## src/rtl/execute_stage_if.sv

```systemverilog
// Execute-stage bus: decoded instruction from ID, forwarding sources from
// MEM/WB, and the EX/MEM pipeline register outputs plus the front-end stall.
interface execute_stage_if #(parameter int DATA_W = 32);
  logic              id_exe_valid;
  logic [DATA_W-1:0] id_exe_rs1_data;
  logic [DATA_W-1:0] id_exe_rs2_data;
  logic [DATA_W-1:0] id_exe_imm;
  logic [4:0]        id_exe_rs1_add;
  logic [4:0]        id_exe_rs2_add;
  logic [4:0]        id_exe_reg_wr_add;
  logic [3:0]        id_exe_alu_op;
  logic              id_exe_alu_src;
  logic [2:0]        id_exe_ctrl_sgs;
  logic [DATA_W-1:0] mem_exe_reslt_data;
  logic [DATA_W-1:0] wb_exe_reg_wr_data;
  logic [4:0]        wb_exe_reg_wr_add;
  logic              wb_exe_reg_wr_en;
  logic [DATA_W-1:0] exe_mem_reslt_data_out;
  logic [DATA_W-1:0] exe_mem_wr_data;
  logic [4:0]        exe_mem_reg_wr_add;
  logic [2:0]        exe_mem_ctrl_sgs;
  logic              exe_hctrl_stall;

  modport master (
    output id_exe_valid, id_exe_rs1_data, id_exe_rs2_data, id_exe_imm,
           id_exe_rs1_add, id_exe_rs2_add, id_exe_reg_wr_add, id_exe_alu_op,
           id_exe_alu_src, id_exe_ctrl_sgs, mem_exe_reslt_data,
           wb_exe_reg_wr_data, wb_exe_reg_wr_add, wb_exe_reg_wr_en,
    input  exe_mem_reslt_data_out, exe_mem_wr_data, exe_mem_reg_wr_add,
           exe_mem_ctrl_sgs, exe_hctrl_stall
  );

  modport slave (
    input  id_exe_valid, id_exe_rs1_data, id_exe_rs2_data, id_exe_imm,
           id_exe_rs1_add, id_exe_rs2_add, id_exe_reg_wr_add, id_exe_alu_op,
           id_exe_alu_src, id_exe_ctrl_sgs, mem_exe_reslt_data,
           wb_exe_reg_wr_data, wb_exe_reg_wr_add, wb_exe_reg_wr_en,
    output exe_mem_reslt_data_out, exe_mem_wr_data, exe_mem_reg_wr_add,
           exe_mem_ctrl_sgs, exe_hctrl_stall
  );
endinterface

```

## src/rtl/execute_stage.sv

```systemverilog
// Execute stage: operand forwarding, single-cycle ALU, 32-step shift-add
// multiplier that stalls the front end, and the EX/MEM pipeline register.
module execute_stage #(
  parameter int DATA_W     = 32,
  parameter int MUL_CYCLES = 32
) (
  input  logic           clk,
  input  logic           rst,
  execute_stage_if.slave bus
);
  localparam int CNT_W = $clog2(MUL_CYCLES);

  typedef enum logic [3:0] {
    OP_ADD = 4'd0, OP_SUB = 4'd1, OP_AND = 4'd2, OP_OR   = 4'd3,
    OP_XOR = 4'd4, OP_SLL = 4'd5, OP_SRL = 4'd6, OP_SRA  = 4'd7,
    OP_SLT = 4'd8, OP_SLTU = 4'd9, OP_MUL = 4'd10, OP_PASSB = 4'd11
  } alu_op_e;

  typedef enum logic [1:0] {IDLE, BUSY, DONE} mul_state_e;

  mul_state_e        state;
  logic [CNT_W-1:0]  cnt;
  logic [DATA_W-1:0] acc, mcand, mplier;

  logic [DATA_W-1:0] result_q, wr_data_q;
  logic [4:0]        wr_add_q;
  logic [2:0]        ctrl_q;

  logic [DATA_W-1:0] rs1_fwd, rs2_fwd, op_a, op_b, alu_result;
  logic [4:0]        shamt;
  logic              is_mul, stall;

  // EX/MEM is the fresher source, so it is tested before WB; r0 never forwards.
  // NOTE: every signal assigned in always_comb gets a default first, so no latch is inferred.
  always_comb begin
    rs1_fwd = bus.id_exe_rs1_data;
    if (bus.id_exe_rs1_add != 5'd0) begin
      if (ctrl_q[2] && wr_add_q == bus.id_exe_rs1_add)
        rs1_fwd = bus.mem_exe_reslt_data;
      else if (bus.wb_exe_reg_wr_en && bus.wb_exe_reg_wr_add == bus.id_exe_rs1_add)
        rs1_fwd = bus.wb_exe_reg_wr_data;
    end
    rs2_fwd = bus.id_exe_rs2_data;
    if (bus.id_exe_rs2_add != 5'd0) begin
      if (ctrl_q[2] && wr_add_q == bus.id_exe_rs2_add)
        rs2_fwd = bus.mem_exe_reslt_data;
      else if (bus.wb_exe_reg_wr_en && bus.wb_exe_reg_wr_add == bus.id_exe_rs2_add)
        rs2_fwd = bus.wb_exe_reg_wr_data;
    end
  end

  assign op_a   = rs1_fwd;
  assign op_b   = bus.id_exe_alu_src ? bus.id_exe_imm : rs2_fwd;
  assign shamt  = op_b[4:0];
  assign is_mul = bus.id_exe_valid && (bus.id_exe_alu_op == OP_MUL);
  assign stall  = is_mul && (state != DONE);

  always_comb begin
    alu_result = '0;
    case (bus.id_exe_alu_op)
      OP_ADD:   alu_result = op_a + op_b;
      OP_SUB:   alu_result = op_a - op_b;
      OP_AND:   alu_result = op_a & op_b;
      OP_OR:    alu_result = op_a | op_b;
      OP_XOR:   alu_result = op_a ^ op_b;
      OP_SLL:   alu_result = op_a << shamt;
      OP_SRL:   alu_result = op_a >> shamt;
      OP_SRA:   alu_result = $signed(op_a) >>> shamt;
      OP_SLT:   alu_result = {{(DATA_W-1){1'b0}}, $signed(op_a) < $signed(op_b)};
      OP_SLTU:  alu_result = {{(DATA_W-1){1'b0}}, op_a < op_b};
      OP_MUL:   alu_result = acc;
      OP_PASSB: alu_result = op_b;
      default:  alu_result = '0;
    endcase
  end

  // Operands are captured on entry to BUSY so forwarding changes later are ignored.
  // NOTE: sequential state uses non-blocking assignments so every flop samples pre-edge values.
  always_ff @(posedge clk or negedge rst) begin
    if (!rst) begin
      state  <= IDLE;
      cnt    <= '0;
      acc    <= '0;
      mcand  <= '0;
      mplier <= '0;
    end else begin
      case (state)
        IDLE: if (is_mul) begin
          mcand  <= op_a;
          mplier <= op_b;
          acc    <= '0;
          cnt    <= '0;
          state  <= BUSY;
        end
        BUSY: begin
          if (mplier[0]) acc <= acc + mcand;
          mcand  <= mcand << 1;
          mplier <= mplier >> 1;
          cnt    <= cnt + 1'b1;
          if (cnt == CNT_W'(MUL_CYCLES - 1)) state <= DONE;
        end
        DONE: begin
          cnt   <= '0;
          state <= IDLE;
        end
        default: state <= IDLE;
      endcase
    end
  end

  always_ff @(posedge clk or negedge rst) begin
    if (!rst) begin
      result_q  <= '0;
      wr_data_q <= '0;
      wr_add_q  <= '0;
      ctrl_q    <= '0;
    end else if (stall || !bus.id_exe_valid) begin
      result_q  <= '0;
      wr_data_q <= '0;
      wr_add_q  <= '0;
      ctrl_q    <= '0;
    end else begin
      result_q  <= alu_result;
      wr_data_q <= rs2_fwd;
      wr_add_q  <= bus.id_exe_reg_wr_add;
      ctrl_q    <= bus.id_exe_ctrl_sgs;
    end
  end

  assign bus.exe_mem_reslt_data_out = result_q;
  assign bus.exe_mem_wr_data        = wr_data_q;
  assign bus.exe_mem_reg_wr_add     = wr_add_q;
  assign bus.exe_mem_ctrl_sgs       = ctrl_q;
  assign bus.exe_hctrl_stall        = stall;
endmodule

```

## src/flat_wrapper.sv

```systemverilog
// flat-port wrapper written by rule: the top's interface ports become plain ports
module execute_stage_flat 
#(
  parameter int DATA_W     = 32,
  parameter int MUL_CYCLES = 32
)
  (clk, rst, bus_id_exe_valid, bus_id_exe_rs1_data, bus_id_exe_rs2_data, bus_id_exe_imm, bus_id_exe_rs1_add, bus_id_exe_rs2_add, bus_id_exe_reg_wr_add, bus_id_exe_alu_op, bus_id_exe_alu_src, bus_id_exe_ctrl_sgs, bus_mem_exe_reslt_data, bus_wb_exe_reg_wr_data, bus_wb_exe_reg_wr_add, bus_wb_exe_reg_wr_en, bus_exe_mem_reslt_data_out, bus_exe_mem_wr_data, bus_exe_mem_reg_wr_add, bus_exe_mem_ctrl_sgs, bus_exe_hctrl_stall);
  execute_stage_if #(.DATA_W(DATA_W)) bus_i ();
  input  logic clk;
  input  logic rst;
  input wire logic [$bits(bus_i.id_exe_valid)-1:0] bus_id_exe_valid;
  input wire logic [$bits(bus_i.id_exe_rs1_data)-1:0] bus_id_exe_rs1_data;
  input wire logic [$bits(bus_i.id_exe_rs2_data)-1:0] bus_id_exe_rs2_data;
  input wire logic [$bits(bus_i.id_exe_imm)-1:0] bus_id_exe_imm;
  input wire logic [$bits(bus_i.id_exe_rs1_add)-1:0] bus_id_exe_rs1_add;
  input wire logic [$bits(bus_i.id_exe_rs2_add)-1:0] bus_id_exe_rs2_add;
  input wire logic [$bits(bus_i.id_exe_reg_wr_add)-1:0] bus_id_exe_reg_wr_add;
  input wire logic [$bits(bus_i.id_exe_alu_op)-1:0] bus_id_exe_alu_op;
  input wire logic [$bits(bus_i.id_exe_alu_src)-1:0] bus_id_exe_alu_src;
  input wire logic [$bits(bus_i.id_exe_ctrl_sgs)-1:0] bus_id_exe_ctrl_sgs;
  input wire logic [$bits(bus_i.mem_exe_reslt_data)-1:0] bus_mem_exe_reslt_data;
  input wire logic [$bits(bus_i.wb_exe_reg_wr_data)-1:0] bus_wb_exe_reg_wr_data;
  input wire logic [$bits(bus_i.wb_exe_reg_wr_add)-1:0] bus_wb_exe_reg_wr_add;
  input wire logic [$bits(bus_i.wb_exe_reg_wr_en)-1:0] bus_wb_exe_reg_wr_en;
  output wire logic [$bits(bus_i.exe_mem_reslt_data_out)-1:0] bus_exe_mem_reslt_data_out;
  output wire logic [$bits(bus_i.exe_mem_wr_data)-1:0] bus_exe_mem_wr_data;
  output wire logic [$bits(bus_i.exe_mem_reg_wr_add)-1:0] bus_exe_mem_reg_wr_add;
  output wire logic [$bits(bus_i.exe_mem_ctrl_sgs)-1:0] bus_exe_mem_ctrl_sgs;
  output wire logic [$bits(bus_i.exe_hctrl_stall)-1:0] bus_exe_hctrl_stall;
  assign bus_i.id_exe_valid = bus_id_exe_valid;
  assign bus_i.id_exe_rs1_data = bus_id_exe_rs1_data;
  assign bus_i.id_exe_rs2_data = bus_id_exe_rs2_data;
  assign bus_i.id_exe_imm = bus_id_exe_imm;
  assign bus_i.id_exe_rs1_add = bus_id_exe_rs1_add;
  assign bus_i.id_exe_rs2_add = bus_id_exe_rs2_add;
  assign bus_i.id_exe_reg_wr_add = bus_id_exe_reg_wr_add;
  assign bus_i.id_exe_alu_op = bus_id_exe_alu_op;
  assign bus_i.id_exe_alu_src = bus_id_exe_alu_src;
  assign bus_i.id_exe_ctrl_sgs = bus_id_exe_ctrl_sgs;
  assign bus_i.mem_exe_reslt_data = bus_mem_exe_reslt_data;
  assign bus_i.wb_exe_reg_wr_data = bus_wb_exe_reg_wr_data;
  assign bus_i.wb_exe_reg_wr_add = bus_wb_exe_reg_wr_add;
  assign bus_i.wb_exe_reg_wr_en = bus_wb_exe_reg_wr_en;
  assign bus_exe_mem_reslt_data_out = bus_i.exe_mem_reslt_data_out;
  assign bus_exe_mem_wr_data = bus_i.exe_mem_wr_data;
  assign bus_exe_mem_reg_wr_add = bus_i.exe_mem_reg_wr_add;
  assign bus_exe_mem_ctrl_sgs = bus_i.exe_mem_ctrl_sgs;
  assign bus_exe_hctrl_stall = bus_i.exe_hctrl_stall;
  execute_stage #(.DATA_W(DATA_W), .MUL_CYCLES(MUL_CYCLES)) u_core (.clk(clk), .rst(rst), .bus(bus_i));
endmodule
```

## config.mk

```make
export PLATFORM = sky130hd
export DESIGN_NAME = execute_stage_flat
export DESIGN_NICKNAME = d
export VERILOG_FILES = /design/src/rtl/execute_stage_if.sv /design/src/rtl/execute_stage.sv /design/src/flat_wrapper.sv
export SDC_FILE = /design/constraint.sdc
export NUM_CORES = 1
export LEC_CHECK = 0
export ABC_AREA = 1
export CAP_MARGIN = 0
export CORE_UTILIZATION = 30
export CTS_CLUSTER_DIAMETER = 60
export CTS_CLUSTER_SIZE = 14
export DETAILED_ROUTE_END_ITERATION = 16
export MAX_ROUTING_LAYER = met4
export PLACE_DENSITY = 0.57
export RECOVER_POWER = 25
export SETUP_SLACK_MARGIN = 0.2
export SLEW_MARGIN = 40
export SYNTH_ARGS = -nofsm -noshare
export SYNTH_HDL_FRONTEND = slang
export SYNTH_SLANG_ARGS = --single-unit
```

## constraint.sdc

```tcl
create_clock -name clk -period 4.5 [get_ports clk]
set_input_delay 0.9 -clock clk [delete_from_list [all_inputs] [get_ports clk]]
set_output_delay 0.9 -clock clk [all_outputs]
set_load 0.01 [all_outputs]
```

==> results_dict.tcl <==
set metrics [dict create \
    status "finished with violations" \
    violations "capacitance limit, slew limit" \
    synth_edf_count 0 \
    placementRows 94 \
    drt-total-wl_um 113000 \
    maxCapViolations 3 \
    fill_cells 6969 \
    hold_viol 0 \
    skew_ns 0.0202 \
    synth_most_common_cell "nand2_1" \
    clkPwrFrac_pct 16.9 \
    die_w_um 260 \
    vias_per_cell 5.34 \
    synth_top_cell_by_area "dfrtp_1" \
    r2r-start "u_core.bus.exe_mem_reg_wr_add[3]" \
    worstRegToRegCells 32 \
    clk_latency_ns 0.51 \
    crit_arrival_ns 4.76 \
    finalSetupTns_ns 0 \
    p_leak_uw 0.0150 \
    cts-htree-levels 4 \
    yosys_warnings 0 \
    cts_root_buf "clkbuf_16" \
    io_pins 265 \
    p_per_area_nw_per_um2 305 \
    async_reset_ff_share_pct 100 \
    p_sw_uw 4330 \
    drc 0 \
    cpPeakStageDelay_ns 0.45 \
    rrSetupSlack_ns 0.13 \
    routed-via-count 26419 \
    min_period_ns 4.37 \
    rsz0062_at_grt "true" \
    setup_viol 0 \
    synth_fp_nets 3607 \
    clock.fmax_mhz 229 \
    crit_start "u_core.bus.exe_mem_reg_wr_add[3]" \
    ir_drop_uv 231 \
    synth_top_cell_area_share_pct 22.0 \
    seqPwrFrac_pct 25.6 \
    hp-class "reg2reg" \
    power_uw 9210 \
    avgSynthCellArea_sq_um 6.08 \
    ant_nets 0 \
    nets 4392 \
    ys_ff_latch 175 \
    critPathCapture "u_core.bus.exe_mem_reslt_data_out[26]" \
    crit_fanout 5 \
    cts_buffer_depth 2 \
    grt-ovfl-total 0 \
    core-area_sq_um 65700 \
    syn_area_sq_um 19900 \
    place_congestion 1.03 \
    ys_top_cells_by_count "nand2_1 (788), nand3_1 (416), inv_1 (399), nor2_1 (354), o21ai_0 (220)" \
    power_frac_comb_pct 57.5 \
    grt_pass1_vias 24815 \
    worstPathRequired_ns 4.89 \
    synth_cell_types 54 \
    pre_cts_ws_ns -1.16 \
    reg2reg_to "u_core.bus.exe_mem_reslt_data_out[26]" \
    first_iter_violations 2939 \
    path_clk_slew_ns 0.08 \
    cts_tree "done" \
    setup.worst_path.start_class "flip-flop" \
    max_slew_margin_pct -12.4 \
    grt_pass1_wl_um 162000 \
    die-area_sq_um 67400 \
    area_growth_pct 51.9 \
    grt_max_degree 83 \
    yosysSeqAreaShare_pct 22.0 \
    slew_violations 119 \
    crit_type "reg2reg" \
    synth_cells 3275 \
    numCtsBuffers 17 \
    final_layout_size_suffix_gt1_share_pct 26.2 \
    antenna_found_initial 8 \
    endpoint_kind "flip-flop" \
    synthTopCellsByArea "dfrtp_1 (22%), nand2_1 (15%), nand3_1 (10%)" \
    swShare_pct 47.1 \
    io_buffers 264 \
    internal-power_uw 4870 \
    start_util_pct 30.3 \
    worst_path_max_delay_cell "dfrtp_1" \
    worst_slack_ns 0.130 \
    ys.flop_type "dfrtp_1" \
    dpl.hpwl_um 88300 \
    die_h_um 260 \
    fin_crit_sh_pct 97.1 \
    wire_per_inst_um 22.8 \
    dr.pass1.iters 5 \
    clock_sinks 175 \
    grt_usage_pct 33.7 \
    tightest_slew_ns 1.69 \
]
worst max-delay path, delay by kind of cell, from the launching register on:
family	cells	cell delay, ns
AO/OA/AOI/OAI	7	0.88
adder cells (fa/ha/maj)	1	0.28
buffers and inverters	11	1.42
flip-flops	1	0.45
AND/OR/NAND/NOR	13	1.20
cell type report:
cell class	instances	area (sq um)	share of cell area [%]
antenna	9	22.5	0.0745
clock buffer	18	429	1.42
clock inverter	14	148	0.489
inverter	421	1600	5.28
multi-input combinational	2515	14600	48.3
sequential	175	4380	14.5
tap	864	1080	3.58
timing repair buffer	930	7960	26.3
flip-flops by register name, summed over array words and instances (netlist names):
name	count
u_core.state	2
u_core.bus.exe_mem_reslt_data_out	32
u_core.bus.exe_mem_reg_wr_add	5
u_core.mcand	32
u_core.bus.exe_mem_wr_data	32
u_core.acc	32
u_core.mplier	32
u_core.bus.exe_mem_ctrl_sgs	3
u_core.cnt	5
power by group through the flow:
stage,Clock (uW),Combinational (uW),Sequential [uW]
CTS,1590,4960,2330
detailed placement,0,4750,2360
finish,1560,5290,2360
global route,1640,5730,2380
global placement,0,4740,2350
floorplan,0,2610,2200
how the worst min path moves through the flow:
stage                     start                                    end  slack (ns)  cells past startpoint
2_1_floorplan  u_core.mplier[0]                       u_core.mplier[0]        0.46                      2
3_3_place_gp      u_core.cnt[4]                          u_core.cnt[4]        0.49                      1
3_5_place_dp      u_core.cnt[4]                          u_core.cnt[4]        0.50                      1
4_1_cts                     rst  u_core.bus.exe_mem_reslt_data_out[23]        0.47                      1
5_1_grt           u_core.cnt[4]                          u_core.cnt[4]        0.55                      1
6_report          u_core.cnt[4]                          u_core.cnt[4]        0.52                      1
through the flow:
step | instances | cell area [sq um] | hold slack (ns) | utilization (%)
CTS | 4895 | 29100 | 0.474 | 44.2
floorplan | 3275 | 20000 | 0.459 | -
global placement | 4819 | 27400 | 0.490 | 41.7
global route | 4945 | 30200 | 0.550 | 46.0
finish | 4946 | 30200 | 0.521 | 46.0
detailed placement | 4819 | 27400 | 0.502 | 41.7
cells in the final DEF (no fill, tap or decap), types with 15 or more instances in the layout:
master,netlist,layout
ha_1,137,103
nand3_2,3,15
nand3_1,416,400
o21ai_0,220,156
nand2_1,788,753
ha_4,0,28
dfrtp_1,175,174
a21oi_1,205,160
o21ai_2,4,27
inv_2,15,67
nor2_1,354,306
clkbuf_16,0,21
nor2_2,7,37
o21a_1,32,19
inv_1,399,343
o21ai_1,24,59
o211ai_1,69,69
a21oi_2,3,40
xor2_1,15,15
o221ai_1,41,41
nand2_2,6,32
nand4_1,19,19
clkdlybuf4s50_1,0,247
buf_4,14,613
a21boi_0,20,17
nor2_4,1,19
nor3_1,24,15
buf_6,9,30
o22ai_1,22,22
layer usage:
metal  GRT usage [%]  vias to the layer above  part of all wire [%]
met1            43.8                    12548                    42
met2            52.3                     1155                    45
li1                -                    12489                     -
met3            4.64                      227                   7.8
met4            13.8                        0                   4.8
met5               -                        -                     0
timing repair:
| item | CTS | global route |
|---|---|---|
| buffers inserted | 40 | 37 |
| setup endpoints to repair | 31 | 31 |
| hold buffers | 0 | 0 |
| gates cloned | 4 | 4 |
| pin swaps | 59 | 126 |
| gates resized for setup | 244 | 279 |
logic make-up after synthesis:
| kind of cell | synth area share (%) |
|---|---|
| buf+inv | 11.9 |
| xor+xnor | 0.660 |
| simple gates | 34.8 |
| flops | 22.0 |
| fa+ha+maj | 8.92 |
| compound gates | 21.8 |
Note: power is estimated with default switching activity, not from simulation.
